$ cat src/rtl/hex_scan_driver_if.sv
// PIO-side bundle for hex_scan_driver: packed hex value, decimal points, load strobe,
// live blank mask, and the registered segment/anode/frame outputs.
interface hex_scan_driver_if #(
    parameter int NUM_DIGITS = 4
);
    logic [4*NUM_DIGITS-1:0] value_in;
    logic [NUM_DIGITS-1:0]   dp_in;
    logic                    load;
    logic [NUM_DIGITS-1:0]   blank_mask;
    logic [7:0]              seg_n;
    logic [NUM_DIGITS-1:0]   an_n;
    logic                    frame_tick;

    modport master (
        output value_in, dp_in, load, blank_mask,
        input  seg_n, an_n, frame_tick
    );

    modport slave (
        input  value_in, dp_in, load, blank_mask,
        output seg_n, an_n, frame_tick
    );
endinterface

$ cat src/rtl/hex_scan_driver.sv
// Time-multiplexed seven-segment driver with frame-boundary double buffering.
// Optional leading-zero blanking is enabled by defining HEX_LZB_EN.
module hex_scan_driver #(
    parameter int NUM_DIGITS = 4,
    parameter int SCAN_DIV   = 50000,
    parameter int GAP_CYCLES = 64
) (
    input  logic             clk_clk,
    input  logic             reset_reset_n,
    hex_scan_driver_if.slave pio
);
    localparam int MAX_COUNT = (SCAN_DIV > GAP_CYCLES) ? SCAN_DIV : ((GAP_CYCLES > 1) ? GAP_CYCLES : 1);
    localparam int CW        = $clog2(MAX_COUNT) + 1;
    localparam int IW        = (NUM_DIGITS > 1) ? $clog2(NUM_DIGITS) : 1;

    localparam logic [CW-1:0] GAP_LAST   = CW'((GAP_CYCLES > 0) ? GAP_CYCLES - 1 : 0);
    localparam logic [CW-1:0] DRIVE_LAST = CW'(SCAN_DIV - 1);
    localparam logic [IW-1:0] LAST_IDX   = IW'(NUM_DIGITS - 1);

    typedef enum logic {
        ST_GAP,
        ST_DRIVE
    } state_t;

    localparam state_t RESET_STATE = (GAP_CYCLES == 0) ? ST_DRIVE : ST_GAP;

    state_t                  state_q, state_d;
    logic [IW-1:0]           index_q, index_d;
    logic [CW-1:0]           cnt_q, cnt_d;
    logic [4*NUM_DIGITS-1:0] shadow_val, shadow_val_d;
    logic [NUM_DIGITS-1:0]   shadow_dp, shadow_dp_d;
    logic                    pending, pending_d;
    logic [4*NUM_DIGITS-1:0] disp_val, disp_val_d;
    logic [NUM_DIGITS-1:0]   disp_dp, disp_dp_d;
    logic [7:0]              seg_q, seg_d;
    logic [NUM_DIGITS-1:0]   an_q, an_d;
    logic                    tick_q;
    logic                    wrap;
    logic [NUM_DIGITS-1:0]   lzb;
    logic [3:0]              nibble;

    function automatic logic [6:0] decode(input logic [3:0] nib);
        logic [6:0] s;
        unique case (nib)
            4'h0: s = 7'h40;
            4'h1: s = 7'h79;
            4'h2: s = 7'h24;
            4'h3: s = 7'h30;
            4'h4: s = 7'h19;
            4'h5: s = 7'h12;
            4'h6: s = 7'h02;
            4'h7: s = 7'h78;
            4'h8: s = 7'h00;
            4'h9: s = 7'h10;
            4'hA: s = 7'h08;
            4'hB: s = 7'h03;
            4'hC: s = 7'h46;
            4'hD: s = 7'h21;
            4'hE: s = 7'h06;
            default: s = 7'h0E;
        endcase
        return s;
    endfunction

    always_ff @(posedge clk_clk or negedge reset_reset_n) begin
        if (!reset_reset_n) begin
            state_q    <= RESET_STATE;
            index_q    <= '0;
            cnt_q      <= '0;
            shadow_val <= '0;
            shadow_dp  <= '0;
            pending    <= 1'b0;
            disp_val   <= '0;
            disp_dp    <= '0;
            seg_q      <= 8'hFF;
            an_q       <= '1;
            tick_q     <= 1'b0;
        end else begin
            state_q    <= state_d;
            index_q    <= index_d;
            cnt_q      <= cnt_d;
            shadow_val <= shadow_val_d;
            shadow_dp  <= shadow_dp_d;
            pending    <= pending_d;
            disp_val   <= disp_val_d;
            disp_dp    <= disp_dp_d;
            seg_q      <= seg_d;
            an_q       <= an_d;
            tick_q     <= wrap;
        end
    end

    // Outputs are computed from the next state so they change together with it.
    always_comb begin
        state_d      = state_q;
        index_d      = index_q;
        cnt_d        = cnt_q + CW'(1);
        wrap         = 1'b0;
        shadow_val_d = shadow_val;
        shadow_dp_d  = shadow_dp;
        pending_d    = pending;
        disp_val_d   = disp_val;
        disp_dp_d    = disp_dp;
        seg_d        = 8'hFF;
        an_d         = '1;
        nibble       = '0;
        lzb          = '0;

        case (state_q)
            ST_GAP: begin
                if (cnt_q == GAP_LAST) begin
                    state_d = ST_DRIVE;
                    cnt_d   = '0;
                end
            end
            default: begin
                if (cnt_q == DRIVE_LAST) begin
                    cnt_d   = '0;
                    state_d = (GAP_CYCLES == 0) ? ST_DRIVE : ST_GAP;
                    if (index_q == LAST_IDX) begin
                        wrap    = 1'b1;
                        index_d = '0;
                    end else begin
                        index_d = index_q + IW'(1);
                    end
                end
            end
        endcase

        if (pio.load) begin
            shadow_val_d = pio.value_in;
            shadow_dp_d  = pio.dp_in;
            pending_d    = 1'b1;
        end

        // A load landing on the wrap edge bypasses the shadow entirely.
        if (wrap) begin
            if (pio.load) begin
                disp_val_d = pio.value_in;
                disp_dp_d  = pio.dp_in;
                pending_d  = 1'b0;
            end else if (pending) begin
                disp_val_d = shadow_val;
                disp_dp_d  = shadow_dp;
                pending_d  = 1'b0;
            end
        end

`ifdef HEX_LZB_EN
        begin
            logic run;
            run = 1'b1;
            for (int i = NUM_DIGITS - 1; i >= 0; i--) begin
                run    = run && (disp_val_d[4*i +: 4] == 4'h0) && !disp_dp_d[i];
                lzb[i] = (i != 0) && run;
            end
        end
`else
        lzb = '0;
`endif

        nibble = disp_val_d[4*index_d +: 4];
        if (state_d == ST_DRIVE && !pio.blank_mask[index_d] && !lzb[index_d]) begin
            an_d[index_d] = 1'b0;
            seg_d         = {~disp_dp_d[index_d], decode(nibble)};
        end
    end

    assign pio.seg_n      = seg_q;
    assign pio.an_n       = an_q;
    assign pio.frame_tick = tick_q;

endmodule

$ cat src/flat_wrapper.sv
// flat-port wrapper written by rule: the top's interface ports become plain ports
module hex_scan_driver_flat 
#(
    parameter int NUM_DIGITS = 4,
    parameter int SCAN_DIV   = 50000,
    parameter int GAP_CYCLES = 64
)
  (clk_clk, reset_reset_n, pio_value_in, pio_dp_in, pio_load, pio_blank_mask, pio_seg_n, pio_an_n, pio_frame_tick);
  hex_scan_driver_if #(.NUM_DIGITS(NUM_DIGITS)) pio_i ();
  input  logic clk_clk;
  input  logic reset_reset_n;
  input wire logic [$bits(pio_i.value_in)-1:0] pio_value_in;
  input wire logic [$bits(pio_i.dp_in)-1:0] pio_dp_in;
  input wire logic [$bits(pio_i.load)-1:0] pio_load;
  input wire logic [$bits(pio_i.blank_mask)-1:0] pio_blank_mask;
  output wire logic [$bits(pio_i.seg_n)-1:0] pio_seg_n;
  output wire logic [$bits(pio_i.an_n)-1:0] pio_an_n;
  output wire logic [$bits(pio_i.frame_tick)-1:0] pio_frame_tick;
  assign pio_i.value_in = pio_value_in;
  assign pio_i.dp_in = pio_dp_in;
  assign pio_i.load = pio_load;
  assign pio_i.blank_mask = pio_blank_mask;
  assign pio_seg_n = pio_i.seg_n;
  assign pio_an_n = pio_i.an_n;
  assign pio_frame_tick = pio_i.frame_tick;
  hex_scan_driver #(.NUM_DIGITS(NUM_DIGITS), .SCAN_DIV(SCAN_DIV), .GAP_CYCLES(GAP_CYCLES)) u_core (.clk_clk(clk_clk), .reset_reset_n(reset_reset_n), .pio(pio_i));
endmodule
$ cat config.mk
export PLATFORM = sky130hd
export DESIGN_NAME = hex_scan_driver_flat
export DESIGN_NICKNAME = d
export VERILOG_FILES = /design/src/rtl/hex_scan_driver_if.sv /design/src/rtl/hex_scan_driver.sv /design/src/flat_wrapper.sv
export SDC_FILE = /design/constraint.sdc
export NUM_CORES = 1
export LEC_CHECK = 0
export BUFFER_PORTS_ARGS = -buffer_cell sky130_fd_sc_hd__buf_4
export CAP_MARGIN = 20
export CORE_MARGIN = 3
export CORE_UTILIZATION = 36
export DETAILED_ROUTE_END_ITERATION = 10
export PLACE_DENSITY_LB_ADDON = 0.05
export SLEW_MARGIN = 20
export SYNTH_ARGS = -nofsm -noshare
export SYNTH_HDL_FRONTEND = slang
export SYNTH_SLANG_ARGS = --single-unit
$ cat constraint.sdc
create_clock -name clk_clk -period 4.3 [get_ports clk_clk]
set_clock_uncertainty 0.1 [all_clocks]
set_input_delay 0.215 -clock clk_clk [delete_from_list [all_inputs] [get_ports clk_clk]]
set_output_delay 0.215 -clock clk_clk [all_outputs]
set_load 0.03 [all_outputs]
==> impl_results.md <==
* Final core occ at 0.453
* RR Endpoint: u_core.pio.seg_n[6]
* Post-synthesis mux area share at 0.0650
* Port-buffer cells at 39
* Worst-Margin Slew at 978 ps
* Die Span Y at 105 um
* Placed cell area at 3970 sq um
* CP required at 4460 ps
* Die X at 105 um
* Mean Syn Cell Area at 10.4 sq um
* Critical path class: flip-flop to flip-flop
* # nets final at 424
* Commonest non-fill, non-tap cell in the layout: dfrtp_1
* Crit end category: flip-flop
* Max-Slew Margin vs Limit at 0.330
* Most frequent cells in the layout: dfrtp_1, nand2_1, buf_4
* DR WL/cell at 14.8 um
* First drt pass iteration count at 4
* R2r setup slk at 810 ps
* Total CTS buffers at 9
* Final setup TNS at 0 ps
* IO Count at 40
* Final setup fails at 0
* Cell variety after synth at 49
* Slew Limit Fails at 0
* Clock Root Buffer: clkbuf_8
* Max VDD drop at 0.148 mV
* Mapped Cells at 343
* Final ANT Viol Nets at 0
* Crit path largest cell delay at 430 ps
* Final WL at 7750 um
* Hold wc startpoint: pio_value_in[0]
* Hold Path End: u_core.shadow_val[0]
* Synth Area in Adders at 0.0281
* H-tree level count at 3
* Synth Area in Compound Gates at 0.120
* Simple-gate area share of the yosys netlist at 0.179
* Total GRT Usage at 0.148
* Highest Clock Rate at 287 MHz
* Share of layout cells above drive strength 1 at 0.242
* CP Cell Sequence: ha_1 -> and3_1 -> nand3_2 -> nor2_4 -> mux2i_4 -> clkinv_1 -> nand2_1 -> o22ai_1 -> or2_1 -> inv_1 -> ha_1 -> inv_1 -> nor2_4 -> a21oi_1 -> o221ai_1
* Synthesis-to-finish area growth at 19.9%
* Dpl ws at 811 ps
* Status: complete, no violations
* Register area share after synthesis at 0.524
* DR iter-0 viols at 97
* Max-Cap Viols at 0
* Netlist Area Pre-Place at 3560 sq um
* Syn. warnings at 0
* Initial antenna violation count at 0
* Asr flop ratio synth at 1.00
* Slowest stage cell, crit path: mux2i_4
* Via count at 2608
* Post-synth EDFFs at 0
* Clk slew on worst S/H paths at 80 ps
* RR Startpoint: u_core.cnt_q[0]
* Reg2Reg Depth at 15
* Crit path max fanout at 9
* Worst skew pair latency at 340 ps
* Residual DRC count at 0
* Hold Path Cell Cnt at 3
* Buf/Inv on CP at 3
* Nature of the critical path startpoint: flip-flop
* Synth area leaders: dfrtp_1, dfstp_2, nand2_1
* Post-CTS Setup Bufs at 0
* Fin Hold WS at 8.84 ps
* Delay-heaviest family, CP: simple AND/OR/NAND/NOR gates
* Seq cells post-synth at 74
* Vias/cell at 5.00
* Grt total ovfl at 0
* GP Congestion at 0.766
* Core area at 9420 sq um
* Num rows at 35
* P_leak at 1.94 nW
* Syn nets at 378
* Pin count of the biggest net entering global routing at 75
* HP Class: primary input to flip-flop
* Clock Sinks at 74
* Synth top area share at 0.436
* Ant. Diodes at 0
* Top FF cell, synth: dfrtp_1
* Final worst path period share at 0.811
* Vias in the first global route at 2540
* RSZ-0062 raised after global routing: false
* XOR/XNOR share of the synthesized area at 0.0369
* Cell type with the largest total area after synthesis: dfrtp_1
* CTS Buffer Depth at 2
* First-pass GRT wire length at 13100 um
* Main combinational cell family by area after synthesis: simple AND/OR/NAND/NOR gates
* Die footprint at 11100 sq um
* Power per Cell Area at 349 nW/um^2
* DP HPWL at 5290 um
* Final hold violations at 0
* Clock tree from TritonCTS: done
* Fin area at 4270 sq um
* Arrival time worst endpoint at 3650 ps
* Starting Density at 0.378
* Final WS setup at 812 ps
* Final Critical Period at 3490 ps
==> synth_stat cells (2+ instances only) <==
cell type  instances
clkbuf_1           8
buf_4              4
o21ai_0           14
mux2_2            11
o221ai_1           4
o21ai_1            3
o22ai_1            6
or4_1              2
a32oi_1            8
o211ai_1           2
and3_1             4
dfstp_2           12
o31ai_1            4
and4_1             3
inv_1             20
ha_1               8
xnor2_1            7
nor2_4             2
a211o_1            4
buf_1              2
mux2_4             3
nor2_1            22
nand2_1           50
nor2b_1            3
or2_4              2
inv_2              2
nand4_1            2
mux2i_1            4
nor3_1            15
xor2_1             8
a21o_1             2
a21oi_1           14
nand3_1           11
dfrtp_1           62
==> layout make-up <==
cell class              instances  area (sq um)
clock buffers                  10           128
clock inverters                 5           104
fillers                       877          5150
inverters                      23          86.3
multi-input cells             231          1530
flip-flops and latches         74          1870
well taps                     129           161
repair buffers                 50           393
==> sequential cells by signal, indices dropped and copies added (netlist names) <==
| name | cells |
|---|---|
| u_core.cnt_q | 17 |
| u_core.disp_dp | 4 |
| u_core.disp_val | 16 |
| u_core.index_q | 2 |
| u_core.pending | 1 |
| u_core.pio.an_n | 4 |
| u_core.pio.frame_tick | 1 |
| u_core.pio.seg_n | 8 |
| u_core.shadow_dp | 4 |
| u_core.shadow_val | 16 |
| u_core.state_q | 1 |
==> per-stage QoR <==
step           power (W)  std cells
2_1_floorplan   0.000808        343
3_3_place_gp    0.000863        500
6_report         0.00149        522
4_1_cts          0.00151        522
5_1_grt          0.00156        522
3_5_place_dp    0.000863        500
==> cell families after synthesis <==
logic type               after synthesis
multiplexers                          19
flip-flops                            74
AO/OA/AOI/OAI                         65
XOR/XNOR                              15
AND/OR/NAND/NOR                      124
adder cells (fa/ha/maj)                8
buffers and inverters                 38
==> tightest hold or removal path, cell delays in order <==
cell and delay, ps:
buf_4 80, nand2_1 60, o21ai_0 70
==> repair_timing <==
item,CTS,global route
hold buffers,7,0
resized for setup,0,0
endpoints found under the hold margin,68,0
==> how the worst max path moves through the flow <==
stage,to,startpoint,slack (ps),cells after the start
finish,u_core.pio.seg_n[6],u_core.cnt_q[0],810,15
global route,u_core.pio.seg_n[6],u_core.cnt_q[0],480,15
CTS,u_core.pio.seg_n[6],u_core.cnt_q[7],780,14
detailed placement,u_core.pio.seg_n[6],u_core.cnt_q[7],810,14
global placement,u_core.pio.seg_n[5],u_core.cnt_q[7],880,14
floorplan,u_core.pio.seg_n[5],u_core.cnt_q[0],1320,18
==> power breakdown <==
part	leakage [nW]	internal (W)	switching (W)	total [W]
Clock	0.116	0.000383	0.000254	0.000637
Combinational	0.908	0.0000496	0.0000667	0.000116
Sequential	0.915	0.000724	0.0000130	0.000737
==> per-layer routing <==
metal	part of all wire	global-route usage	vias up	routed length, um
li1	-	-	1291	-
met2	0.43	0.211	59	3300
met3	0.048	0.0447	2	372
met1	0.52	0.220	1256	4040
met5	0	0	-	0
met4	0.0050	0.0337	0	39
No activity file was read; power rests on OpenSTA's default activity.
